$ cat src/rtl/top_password_oneshot.sv
// Four-digit password lock. Each switch rise is synchronized and turned into a single pulse.
// A valid one-hot pulse is taken as a key and drives the entry FSM and the 7-segment displays.
module top_password_oneshot #(
  parameter int unsigned P0 = 3,
  parameter int unsigned P1 = 7,
  parameter int unsigned P2 = 1,
  parameter int unsigned P3 = 5
) (
  input  logic       clk,
  input  logic       rst,
  input  logic [9:0] switches,
  output logic [6:0] HEX0,
  output logic [6:0] HEX1,
  output logic [6:0] HEX2,
  output logic [6:0] HEX3,
  output logic [6:0] HEX4,
  output logic       led_out
);

  typedef enum logic [2:0] {
    S_E0     = 3'd0,
    S_E1     = 3'd1,
    S_E2     = 3'd2,
    S_E3     = 3'd3,
    S_UNLOCK = 3'd4,
    S_ERROR  = 3'd5
  } state_t;

  localparam logic [3:0] LP_P0 = 4'(P0);
  localparam logic [3:0] LP_P1 = 4'(P1);
  localparam logic [3:0] LP_P2 = 4'(P2);
  localparam logic [3:0] LP_P3 = 4'(P3);

  localparam logic [6:0] SEG_BLANK = 7'b1111111;
  localparam logic [6:0] SEG_L     = 7'b1000111;
  localparam logic [6:0] SEG_U     = 7'b1000001;
  localparam logic [6:0] SEG_E     = 7'b0000110;

  // Active-low {g,f,e,d,c,b,a} pattern for a decimal digit.
  function automatic logic [6:0] seg_digit(input logic [3:0] d);
    logic [6:0] s;
    case (d)
      4'd0:    s = 7'b1000000;
      4'd1:    s = 7'b1111001;
      4'd2:    s = 7'b0100100;
      4'd3:    s = 7'b0110000;
      4'd4:    s = 7'b0011001;
      4'd5:    s = 7'b0010010;
      4'd6:    s = 7'b0000010;
      4'd7:    s = 7'b1111000;
      4'd8:    s = 7'b0000000;
      4'd9:    s = 7'b0010000;
      default: s = 7'b1111111;
    endcase
    return s;
  endfunction

  logic [9:0] r_s1;
  logic [9:0] r_s2;
  logic [9:0] r_prev;
  logic [9:0] w_pulse;
  logic [9:0] w_pulse_dec;
  logic       w_key_valid;
  logic [3:0] w_key_digit;

  state_t     r_state;
  logic [3:0] r_digit0;
  logic [3:0] r_digit1;
  logic [3:0] r_digit2;
  logic [3:0] r_digit3;
  logic [3:0] r_slot_valid;
  logic       r_mismatch;

  // Two-flop synchronizer followed by the previous-value register for edge detection.
  always_ff @(posedge clk or negedge rst) begin
    if (!rst) begin
      r_s1   <= 10'd0;
      r_s2   <= 10'd0;
      r_prev <= 10'd0;
    end else begin
      r_s1   <= switches;
      r_s2   <= r_s1;
      r_prev <= r_s2;
    end
  end

  assign w_pulse     = r_s2 & ~r_prev;
  assign w_pulse_dec = w_pulse - 10'd1;
  // Clearing the lowest set bit leaves zero only when exactly one bit was set.
  assign w_key_valid = (w_pulse != 10'd0) && ((w_pulse & w_pulse_dec) == 10'd0);

  // Index of the (single) pulsing switch; meaningless unless w_key_valid.
  always_comb begin
    w_key_digit = 4'd0;
    for (int i = 0; i < 10; i++) begin
      w_key_digit = w_key_digit | (w_pulse[i] ? 4'(i) : 4'd0);
    end
  end

  // Entry FSM with digit slots and the sticky mismatch flag.
  always_ff @(posedge clk or negedge rst) begin
    if (!rst) begin
      r_state      <= S_E0;
      r_digit0     <= 4'd0;
      r_digit1     <= 4'd0;
      r_digit2     <= 4'd0;
      r_digit3     <= 4'd0;
      r_slot_valid <= 4'b0000;
      r_mismatch   <= 1'b0;
    end else if (w_key_valid) begin
      case (r_state)
        S_E0: begin
          r_digit0     <= w_key_digit;
          r_slot_valid <= 4'b0001;
          r_mismatch   <= (w_key_digit != LP_P0);
          r_state      <= S_E1;
        end
        S_E1: begin
          r_digit1        <= w_key_digit;
          r_slot_valid[1] <= 1'b1;
          r_mismatch      <= r_mismatch | (w_key_digit != LP_P1);
          r_state         <= S_E2;
        end
        S_E2: begin
          r_digit2        <= w_key_digit;
          r_slot_valid[2] <= 1'b1;
          r_mismatch      <= r_mismatch | (w_key_digit != LP_P2);
          r_state         <= S_E3;
        end
        S_E3: begin
          r_digit3        <= w_key_digit;
          r_slot_valid[3] <= 1'b1;
          r_mismatch      <= r_mismatch | (w_key_digit != LP_P3);
          r_state         <= (r_mismatch || (w_key_digit != LP_P3)) ? S_ERROR : S_UNLOCK;
        end
        S_UNLOCK, S_ERROR: begin
          // A key after a finished attempt starts a fresh one with this key as digit 1.
          r_digit0     <= w_key_digit;
          r_digit1     <= 4'd0;
          r_digit2     <= 4'd0;
          r_digit3     <= 4'd0;
          r_slot_valid <= 4'b0001;
          r_mismatch   <= (w_key_digit != LP_P0);
          r_state      <= S_E1;
        end
        default: begin
          r_digit0     <= 4'd0;
          r_digit1     <= 4'd0;
          r_digit2     <= 4'd0;
          r_digit3     <= 4'd0;
          r_slot_valid <= 4'b0000;
          r_mismatch   <= 1'b0;
          r_state      <= S_E0;
        end
      endcase
    end else begin
      r_state <= r_state;
    end
  end

  // Display and LED decode from the registered state.
  always_comb begin
    HEX3    = r_slot_valid[0] ? seg_digit(r_digit0) : SEG_BLANK;
    HEX2    = r_slot_valid[1] ? seg_digit(r_digit1) : SEG_BLANK;
    HEX1    = r_slot_valid[2] ? seg_digit(r_digit2) : SEG_BLANK;
    HEX0    = r_slot_valid[3] ? seg_digit(r_digit3) : SEG_BLANK;
    led_out = 1'b0;
    case (r_state)
      S_E0, S_E1, S_E2, S_E3: HEX4 = SEG_L;
      S_UNLOCK: begin
        HEX4    = SEG_U;
        led_out = 1'b1;
      end
      S_ERROR:  HEX4 = SEG_E;
      default:  HEX4 = SEG_L;
    endcase
  end

endmodule

$ cat config.mk
export PLATFORM = sky130hd
export DESIGN_NAME = top_password_oneshot
export DESIGN_NICKNAME = d
export VERILOG_FILES = /design/src/rtl/top_password_oneshot.sv
export SDC_FILE = /design/constraint.sdc
export NUM_CORES = 1
export LEC_CHECK = 0
export BUFFER_PORTS_ARGS = -buffer_cell sky130_fd_sc_hd__clkbuf_2
export CORE_UTILIZATION = 40
export CTS_CLUSTER_DIAMETER = 40
export CTS_CLUSTER_SIZE = 14
export DETAILED_ROUTE_END_ITERATION = 12
export PLACE_DENSITY = 0.66
export SLEW_MARGIN = 30
export SYNTH_ARGS = -nofsm -noshare
export SYNTH_HDL_FRONTEND = slang
export SYNTH_SLANG_ARGS = --single-unit
$ cat constraint.sdc
create_clock -name clk -period 5.7 [get_ports clk]
set_input_delay 0 -clock clk [delete_from_list [all_inputs] [get_ports clk]]
set_output_delay 0 -clock clk [all_outputs]
set_load 0.01 [all_outputs]
==> results.tsv, run 1 <==
metric	value	unit
status	finished clean	
drive_gt1_share	18.1	%
final.min_clock_period	2.58	ns
crit_fanout	17	
grt_start_max_net_pins	55	
synthArstFlopShare	100	%
crit_buf_inv	0	
maxSlewViolCount	0	
row_count	31	
synthAdderAreaFrac	9.16	%
numPortBuffers	44	
hpwl	3960	µm
maxCapViolations	0	
dpl-instance-area	0.00324	mm²
crit_path_cell_trace	nor2b_1 -> nor4_1 -> nand3_1 -> a21oi_1 -> and2_4 -> mux2_1	
synthXorXnorAreaFrac	0	%
numClockSinks	54	
finalNetCount	387	
reg2reg_depth	6	
start_util	41.4	%
crit_cells	6	
rsz0062_at_grt	no	
synth_top_family_by_area	compound AO/OA/AOI/OAI gates	
worstSetupPathType	flop to flop	
fin_crit_sh	45.3	%
worstHoldPathType	input pin to flop	
path_delay_family	simple AND/OR/NAND/NOR gates	
setup_viol	0	
synth_cell_types	49	
drc	0	
cts_made_buffers	5	
dr.pass1.iters	4	
fin_skew	0.0100	ns
power	1730	µW
crit_arrival	2.77	ns
synth_cells	306	
drt-wirelength-per-cell	12.1	µm
antenna_cells	0	
grt_pass1_vias	2126	
htreeDepth	2	
fmax	387	MHz
viasPerCell	5.17	
clock_latency	0.30	ns
synth_compound_area_share	20.3	%
overflow	0	
p_leak	0.00157	µW
finalInstanceArea	0.00348	mm²
synth_edf_count	0	
numPlacedInstances	434	
synthSimpleGateAreaFrac	18.1	%
finalHoldViolCount	0	
cp_data_required_time	5.89	ns
clockBufferDepth	2	
slew-limit-headroom	48.6	%
synthMuxAreaShare	1.46	%
cts_tree	built	
crit_slowest_cell	a21oi_1	
cp-start-kind	flop	
die_w	88.7	µm
dominantRegCellSynth	dfrtp_1	
ir_worst_vdd	0.000222	V
grt_pass1_wl	9170	µm
area_delta_synth_final	15.7	%
gp_congestion	0.868	
worst_slew_pin_slew	0.771	ns
tns	0	ns
drt_wl_total	5480	µm
max_stage_delay	0.63	ns
netlist_area	0.00301	mm²
first_iter_violations	132	
drtAntennaViolNets	0	
cp-end-kind	flop	
ioPinCount	48	
yosysSeqAreaShare	45.0	%
yosysWarnings	0	
core	0.00725	mm²
final_cells	453	
dieArea	0.00786	mm²
cellPowerDensity	498	mW/mm²
synth_seq_cells	54	
syn_avg_cell_area	9.82	µm²
dr_total_vias	2342	
die_h	88.7	µm
grt_use_total	14.8	%
clkTransAtPathRegs	0.09	ns
whs_path_depth	2	
antenna_found_initial	0	
clockRootBuffer	clkbuf_8	
## cells in the final DEF, fill, tap and decap left out, drive strengths merged, types with 2 or more instances in the layout
master,n
a211oi,5
a21boi,3
a21o,2
a21oi,22
a22o,4
a22oi,3
a32o,11
and2,3
and3,2
clkbuf,50
conb,3
dfrtp,54
dlygate4sd3,11
ha,22
inv,16
mux2,3
nand2,22
nand2b,11
nand3,4
nand3b,3
nor2,15
nor2b,17
nor3,10
nor3b,4
nor4,2
o211ai,4
o21ai,30
o22ai,2
or2,2
or4,3
## synth_stat cells, types with 3 or more instances
library cell   n  area share, %
nand3_1        3           0.50
nand2_1       22            2.7
nor2b_1       16            3.3
ha_1          22            9.2
a21oi_1       22            3.7
buf_4          5            1.2
o21ai_0       30            5.0
inv_1         15            1.9
a211oi_1       5            1.2
nor3_1        10            1.7
nand2b_1      11            2.3
a22oi_1        3           0.75
clkbuf_1       7           0.87
buf_6          3            1.1
nand3b_1       3           0.75
nor2_1        15            1.9
a32o_1        11            3.7
dfrtp_1       54             45
nor3b_1        4            1.0
a22o_1         4            1.2
o211ai_1       3           0.75
## metrics by stage
stage               setup WS (ns)  utilization (%)  hold WS (ns)
floorplan                    3.32                -        -0.296
finish                       3.12             47.9         0.332
global placement             3.22             44.7         0.108
detailed placement           3.15             44.7         0.110
global route                 2.87             47.9         0.330
CTS                          3.13             47.9         0.323
## registers in the layout (all words and copies together), names as in the netlist
| name | flops |
|---|---|
| r_prev | 10 |
| r_s1 | 10 |
| r_s2 | 10 |
| r_digit0 | 4 |
| r_digit1 | 4 |
| r_digit2 | 4 |
| r_digit3 | 4 |
| r_slot_valid | 4 |
| r_state | 3 |
| r_mismatch | 1 |
## timing repair
item                      4_1_cts  5_1_grt
buffers inserted                0        0
resized for setup               0        0
hold endpoints to repair       64        0
hold buffers                   11        0
## cell families after synthesis
family | count (synthesis)
and+or+nand+nor | 99
AOI/OAI and AO/OA | 93
DFF | 54
buffers and inverters | 33
adders and majority gates | 22
muxes | 4
other | 1
## final timing paths
check	slack, ns	endpoint	startpoint
min in group asynchronous	0.34	r_s1[7]	rst
worst max register to register	3.12	r_state[2]	r_s2[2]
worst min-delay path	0.33	r_s1[3]	switches[3]
worst max-delay path	3.12	r_state[2]	r_s2[2]
worst min register to register	0.35	r_s2[2]	r_s1[2]
max in group asynchronous	4.93	r_digit2[0]	rst
## metal layers
metal / vias to the layer above / track usage, % / wire length (µm) / part of all wire (%)
li1: 1178 / - / - / -
met1: 1115 / 18.5 / 2600 / 47
met2: 47 / 26.6 / 2720 / 50
met3: 2 / 2.99 / 151 / 2.8
met4: 0 / 2.79 / 10 / 0.18
met5: - / 0 / 0 / 0
## area by class of cell
class / count / area [µm²]
Timing Repair Buffer: 56 / 338
Clock buffer: 6 / 82.6
Sequential cell: 54 / 1350
Multi-Input combinational cell: 221 / 1490
Fill cell: 697 / 3780
Inverter: 15 / 56.3
Tap cell: 99 / 124
Clock inverter: 2 / 38.8
## power by group
group	total [µW]	internal, µW	switching (µW)
sequential	627	468	159
clock	264	144	119
combinational	839	390	449
total	1730	1000	728
(Power assumes the default switching activity.)
==> inputs of run 2 (changes only) <==
--- a/config.mk
+++ b/config.mk
@@ -10,7 +10,7 @@
 export CTS_CLUSTER_DIAMETER = 40
 export CTS_CLUSTER_SIZE = 14
 export DETAILED_ROUTE_END_ITERATION = 12
-export PLACE_DENSITY = 0.66
+export PLACE_DENSITY = 0.68
 export SLEW_MARGIN = 30
 export SYNTH_ARGS = -nofsm -noshare
 export SYNTH_HDL_FRONTEND = slang
==> constraint.sdc (replaced) <==
create_clock -name clk -period 2.2 [get_ports clk]
set_input_delay 0 -clock clk [delete_from_list [all_inputs] [get_ports clk]]
set_output_delay 0 -clock clk [all_outputs]
set_load 0.01 [all_outputs]
==> run 2 against run 1 <==
Compared with the run above:
- the flow now finishes with violations (negative setup slack)
- final area increased by 8.8%
- hold slack got worse by 0.067 ns
- via count increased by 5.7%
- total power increased to 2.7 times the previous value
- largest cell class unchanged
- largest power group unchanged
==> results.tsv, run 2 (synthesized netlist as in run 1, its figures left out) <==
metric	value	unit	change
numPlacedInstances	460		was 434
tns	-0.459	ns	was 0 ns
drc	0		unchanged
first_iter_violations	93		was 132
path_delay_family	simple AND/OR/NAND/NOR gates		unchanged
dr.pass1.iters	4		unchanged
status	finished, violations left		was finished clean
drt-wirelength-per-cell	13.0	µm	was 12.1 µm
grt_pass1_wl	10200	µm	was 9170 µm
maxSlewViolCount	0		unchanged
cellPowerDensity	1260	mW/mm²	was 498 mW/mm²
max_stage_delay	0.53	ns	was 0.63 ns
crit_slowest_cell	or4_4		was a21oi_1
worstHoldPathType	input pin to async pin		was input pin to flop
rsz0062_at_grt	yes		was no
hpwl	4400	µm	was 3960 µm
power	4750	µW	was 1730 µW
drt_wl_total	6220	µm	was 5480 µm
fin_skew	0.00739	ns	was 0.0100 ns
final.min_clock_period	2.29	ns	was 2.58 ns
dpl_worst_slack	-0.137	ns	was 3.15 ns
clockRootBuffer	clkbuf_8		unchanged
area_delta_synth_final	25.8	%	was 15.7%
switching_power	2020	µW	was 728 µW
cts_tree	built		unchanged
failed_checks	negative setup slack		
row_count	31		unchanged
grt_start_max_net_pins	33		was 55
slew-limit-headroom	52.1	%	was 48.6%
drtAntennaViolNets	0		unchanged
clock_latency	0.31	ns	was 0.30 ns
crit_buf_inv	0		unchanged
numClockSinks	54		unchanged
cp-end-kind	flop		unchanged
cts_made_buffers	5		unchanged
n_fill_cell	642		was 697
comb_power_share	52.6	%	was 48.5%
finalHoldViolCount	0		unchanged
clkTransAtPathRegs	0.10	ns	was 0.09 ns
cp_data_required_time	2.39	ns	was 5.89 ns
overflow	0		unchanged
drive_gt1_share	26.3	%	was 18.1%
cp-start-kind	flop		unchanged
power_frac_seq	33.5	%	was 36.2%
worst_slew_pin_slew	0.719	ns	was 0.771 ns
final_cells	479		was 453
fin_ws	-0.0861	ns	was 3.12 ns
intPower	2730	µW	was 1000 µW
ioPinCount	48		unchanged
setup_viol	17		was 0
crit_arrival	2.48	ns	was 2.77 ns
finalNetCount	413		was 387
p_leak	0.00172	µW	was 0.00157 µW
grt_use_total	16.9	%	was 14.8%
dieArea	0.00786	mm²	unchanged
ir_worst_vdd	0.000433	V	was 0.000222 V
mostFrequentLayoutCell	dfrtp_1		unchanged
crit_top_cell	or4_4		
layout_common_cells	dfrtp_1, clkbuf_2, o21ai_0, a21oi_1, buf_4		was dfrtp_1, clkbuf_2, o21ai_0
viasPerCell	5.17		about the same
power_frac_clock	14.0	%	was 15.2%
worstSetupPathType	flop to flop		unchanged
die_h	88.7	µm	unchanged
fmax	437	MHz	was 387 MHz
fin_crit_sh	104	%	was 45.3%
largestRegisters	r_prev x10, r_s1 x10, r_s2 x10		unchanged
crit_fanout	4		was 17
gp_congestion	0.813		was 0.868
clockBufferDepth	2		unchanged
dr_total_vias	2476		was 2342
cts_setup_buffers	0		unchanged
numPortBuffers	44		unchanged
crit_path_cell_trace	nor2b_4 -> or4_4 -> or4_4 -> nand3_4 -> o211ai_1 -> mux2_2		was nor2b_1 -> nor4_1 -> nand3_1 -> a21oi_1 -> and2_4 -> mux2_1
core	0.00725	mm²	unchanged
htreeDepth	2		unchanged
start_util	41.4	%	unchanged
grt_pass1_vias	2281		was 2126
maxCapViolations	0		unchanged
sw_frac_of_total	42.6	%	was 42.1%
antenna_cells	0		unchanged
antenna_found_initial	0		unchanged
die_w	88.7	µm	unchanged
[run 2: changes by cell type in the layout (fill, tap and decap cells not counted), moves of 2 or more]
cell | previous run | this run
nand3_4 | 0 | 2
o21ai_0 | 30 | 28
o21ai_1 | 0 | 2
buf_6 | 0 | 4
buf_4 | 1 | 22
nand2_1 | 22 | 20
nor2b_1 | 16 | 14
[run 2: stage by stage]
stage / cell area, µm² / hold WS (ns) / util, %
after global routing: 3780 / 0.314 / 52.1
after CTS: 3730 / 0.297 / 51.4
after floorplan: 3020 / -0.296 / -
final: 3780 / 0.265 / 52.1
after detailed placement: 3460 / 0.0973 / 47.7
after global placement: 3460 / 0.0923 / 47.7
[run 2: repair_timing]
action | 4_1_cts | 5_1_grt
resized for setup | 11 | 9
endpoints found under the hold margin | 40 | 0
hold buffers | 11 | 0
setup endpoints to repair | 24 | 23
pin swaps | 4 | 8
gates cloned | 0 | 0
[run 2: power groups by stage]
stage / sequential (µW) / combinational (µW) / clock (µW)
global placement: 1590 / 2360 / 0
finish: 1590 / 2500 / 663
CTS: 1590 / 2470 / 677
floorplan: 1440 / 1730 / 0
detailed placement: 1610 / 2410 / 0
global route: 1640 / 2850 / 715
[run 2: layer usage]
layer	track usage (%)	part of all wire (%)	routed length, µm
met3	3.26	3.4	212
met2	28.5	48	3000
met5	0	0	0
met4	7.77	2.0	122
met1	21.1	46	2890
[run 2: worst paths after layout]
kind / start / endpoint / slack [ns] / cells past startpoint
worst max-delay path: r_s2[3] / r_digit2[1] / -0.09 / 6
worst min-delay path: rst / r_s1[9] / 0.26 / 2
worst max register to register: r_s2[3] / r_digit2[1] / -0.09 / 6
worst min register to register: r_s1[7] / r_s2[7] / 0.36 / 0
max in group asynchronous: rst / r_digit0[1] / 1.18 / 3
min in group clk: switches[6] / r_s1[6] / 0.33 / 2
[run 2: cell type report]
class / count / area [µm²] / share of cell area, %
multi-input cells: 221 / 1580 / 41.7
flip-flops and latches: 54 / 1350 / 35.7
repair buffers: 82 / 561 / 14.8
well taps: 99 / 124 / 3.28
clock buffers: 5 / 68.8 / 1.82
inverters: 15 / 56.3 / 1.49
clock inverters: 3 / 43.8 / 1.16
[run 2: worst register-to-register path, delay by kind of cell (launching register included)]
family | cells | cell delay [ns]
AOI/OAI and AO/OA | 1 | 0.18
DFF | 1 | 0.39
muxes | 1 | 0.32
and+or+nand+nor | 4 | 1.29
==> inputs of run 3 (changes only) <==
--- a/config.mk
+++ b/config.mk
@@ -6,11 +6,11 @@
 export NUM_CORES = 1
 export LEC_CHECK = 0
 export BUFFER_PORTS_ARGS = -buffer_cell sky130_fd_sc_hd__clkbuf_2
-export CORE_UTILIZATION = 40
+export CORE_UTILIZATION = 50
 export CTS_CLUSTER_DIAMETER = 40
 export CTS_CLUSTER_SIZE = 14
 export DETAILED_ROUTE_END_ITERATION = 12
-export PLACE_DENSITY = 0.68
+export PLACE_DENSITY = 0.81
 export SLEW_MARGIN = 30
 export SYNTH_ARGS = -nofsm -noshare
 export SYNTH_HDL_FRONTEND = slang
==> run 3 against run 2 <==
Compared with the run above:
- the run still ends with negative setup slack left
- setup slack lost 0.012 ns
- fmax is 0.50% lower
- final area fell by 2.3%
- first-iteration DRC count up 86%
- total power shrank 0.12%
- hold slack improved by 0.045 ns
- utilization up 13 points
- final cell count down 6.1%
- largest power group unchanged
==> results.tsv, run 3 (synthesized netlist as in run 1, its figures left out) <==
metric	value	unit	change
status	finished, violations left		unchanged
failed_checks	negative setup slack		unchanged
start_util	53.3	%	was 41.4%
numPortBuffers	44		unchanged
grt_use_total	21.3	%	was 16.9%
top_usage_layer	met2		unchanged
first_iter_violations	173		was 93
overflow	0		unchanged
maxSlewViolCount	0		unchanged
grt_start_max_net_pins	37		was 33
grt_util_met2	37.4	%	was 28.5%
largestRegisters	r_prev x10, r_s1 x10, r_s2 x10		unchanged
clockRootBuffer	clkbuf_8		unchanged
die_h	79.5	µm	was 88.7 µm
final_util	65.5	%	was 52.1%
row_count	27		was 31
clock_latency	0.31	ns	about the same
grt_util_met1	25.2	%	was 21.1%
cp-end-kind	flop		unchanged
clockBufferDepth	2		unchanged
final.min_clock_period	2.30	ns	was 2.29 ns
crit_fanout	6		was 4
ioPinCount	48		unchanged
fin_ws	-0.0976	ns	was -0.0861 ns
mostFrequentLayoutCell	dfrtp_1		unchanged
fin_crit_sh	104	%	about the same
ir_worst_vdd	0.000681	V	was 0.000433 V
drc	0		unchanged
worstHoldPathType	input pin to async pin		unchanged
drt_wl_total	6190	µm	was 6220 µm
crit_arrival	2.50	ns	was 2.48 ns
cellPowerDensity	1280	mW/mm²	was 1260 mW/mm²
crit_path_start	r_s2[0]		was r_s2[3]
dieArea	0.00633	mm²	was 0.00786 mm²
hpwl	4380	µm	was 4400 µm
use_met3	5.14	%	was 3.26%
maxCapViolations	0		unchanged
die_w	79.5	µm	was 88.7 µm
viasPerCell	5.56		was 5.17
drt-wirelength-per-cell	13.8	µm	was 13.0 µm
dpl_worst_slack	-0.185	ns	was -0.137 ns
cts_made_buffers	5		unchanged
dr_total_vias	2500		was 2476
numClockSinks	54		unchanged
cts_tree	built		unchanged
dr.pass1.iters	4		unchanged
clkTransAtPathRegs	0.09	ns	was 0.10 ns
gp_congestion	0.830		was 0.813
finalNetCount	411		was 413
worstSetupPathType	flop to flop		unchanged
grt_pass1_vias	2314		was 2281
layout_common_cells	dfrtp_1, clkbuf_2, o21ai_0		was dfrtp_1, clkbuf_2, o21ai_0, a21oi_1, buf_4
p_leak	0.00171	µW	was 0.00172 µW
finalHoldViolCount	0		unchanged
rsz0062_at_grt	yes		unchanged
worst_slew_pin_slew	0.787	ns	was 0.719 ns
area_delta_synth_final	23.0	%	was 25.8%
drtAntennaViolNets	0		unchanged
worstReg2RegStart	r_s2[0]		was r_s2[3]
core	0.00564	mm²	was 0.00725 mm²
power	4740	µW	was 4750 µW
fmax	435	MHz	was 437 MHz
cp-start-kind	flop		unchanged
drive_gt1_share	25.1	%	was 26.3%
cp_data_required_time	2.40	ns	was 2.39 ns
grt_pass1_wl	10200	µm	about the same
fin_skew	0.00869	ns	was 0.00739 ns
setup_viol	12		was 17
antenna_found_initial	0		unchanged
slew-limit-headroom	47.5	%	was 52.1%
antenna_cells	0		unchanged
htreeDepth	2		unchanged
[run 3: critical path: stages, from the launching register on]
cell and delay [ns]:
dfrtp_1 0.39, nor2b_4 0.13, or4_4 0.52, or4_4 0.50
nand3_4 0.13, o211ai_1 0.19, mux2_2 0.32
[run 3: path summary, 6_finish.rpt]
kind                            slack (ns)           to  depth (start not counted)
worst max-delay path                  -0.1  r_digit2[1]                          6
worst max register to register        -0.1  r_digit2[1]                          6
min in group clk                      0.33      r_s1[7]                          2
max in group asynchronous             1.15    r_prev[0]                          3
worst min register to register        0.36      r_s2[3]                          0
worst min-delay path                  0.31      r_s1[9]                          2
[run 3: area by class of cell]
cell class	instances	area, µm²
multi-input combinational	221	1550
timing repair buffer	80	529
clock buffer	6	82.6
tap	72	90.1
fill	451	1950
clock inverter	2	38.8
sequential	54	1350
inverter	15	56.3
[run 3: metrics by stage]
| stage | hold WS (ns) | setup TNS (ns) | instances | area, µm² |
|---|---|---|---|---|
| 2_1_floorplan | -0.296 | -1.60 | 308 | 3020 |
| 4_1_cts | 0.310 | -0.685 | 449 | 3660 |
| 6_report | 0.310 | -0.676 | 450 | 3700 |
| 3_5_place_dp | 0.110 | -2.38 | 429 | 3390 |
| 3_3_place_gp | 0.108 | -1.44 | 429 | 3390 |
| 5_1_grt | 0.310 | -2.47 | 450 | 3700 |
[run 3: power by group]
part           internal (µW)  total (µW)  switching, µW
Combinational           1150        2450           1300
Sequential              1210        1600            384
Clock                    374         699            324
[run 3: routing by layer]
layer / wire, µm / share of wire (%)
met5: 0 / 0
met4: 77 / 1.2
met1: 2630 / 42
met3: 328 / 5.3
met2: 3160 / 51
[run 3: timing repair]
action	4_1_cts	5_1_grt
hold buffers	11	0
hold endpoints to repair	45	0
pin swaps	4	0
setup buffers	1	1
setup endpoints to repair	23	24
gates resized for setup	8	5
cloned	0	0
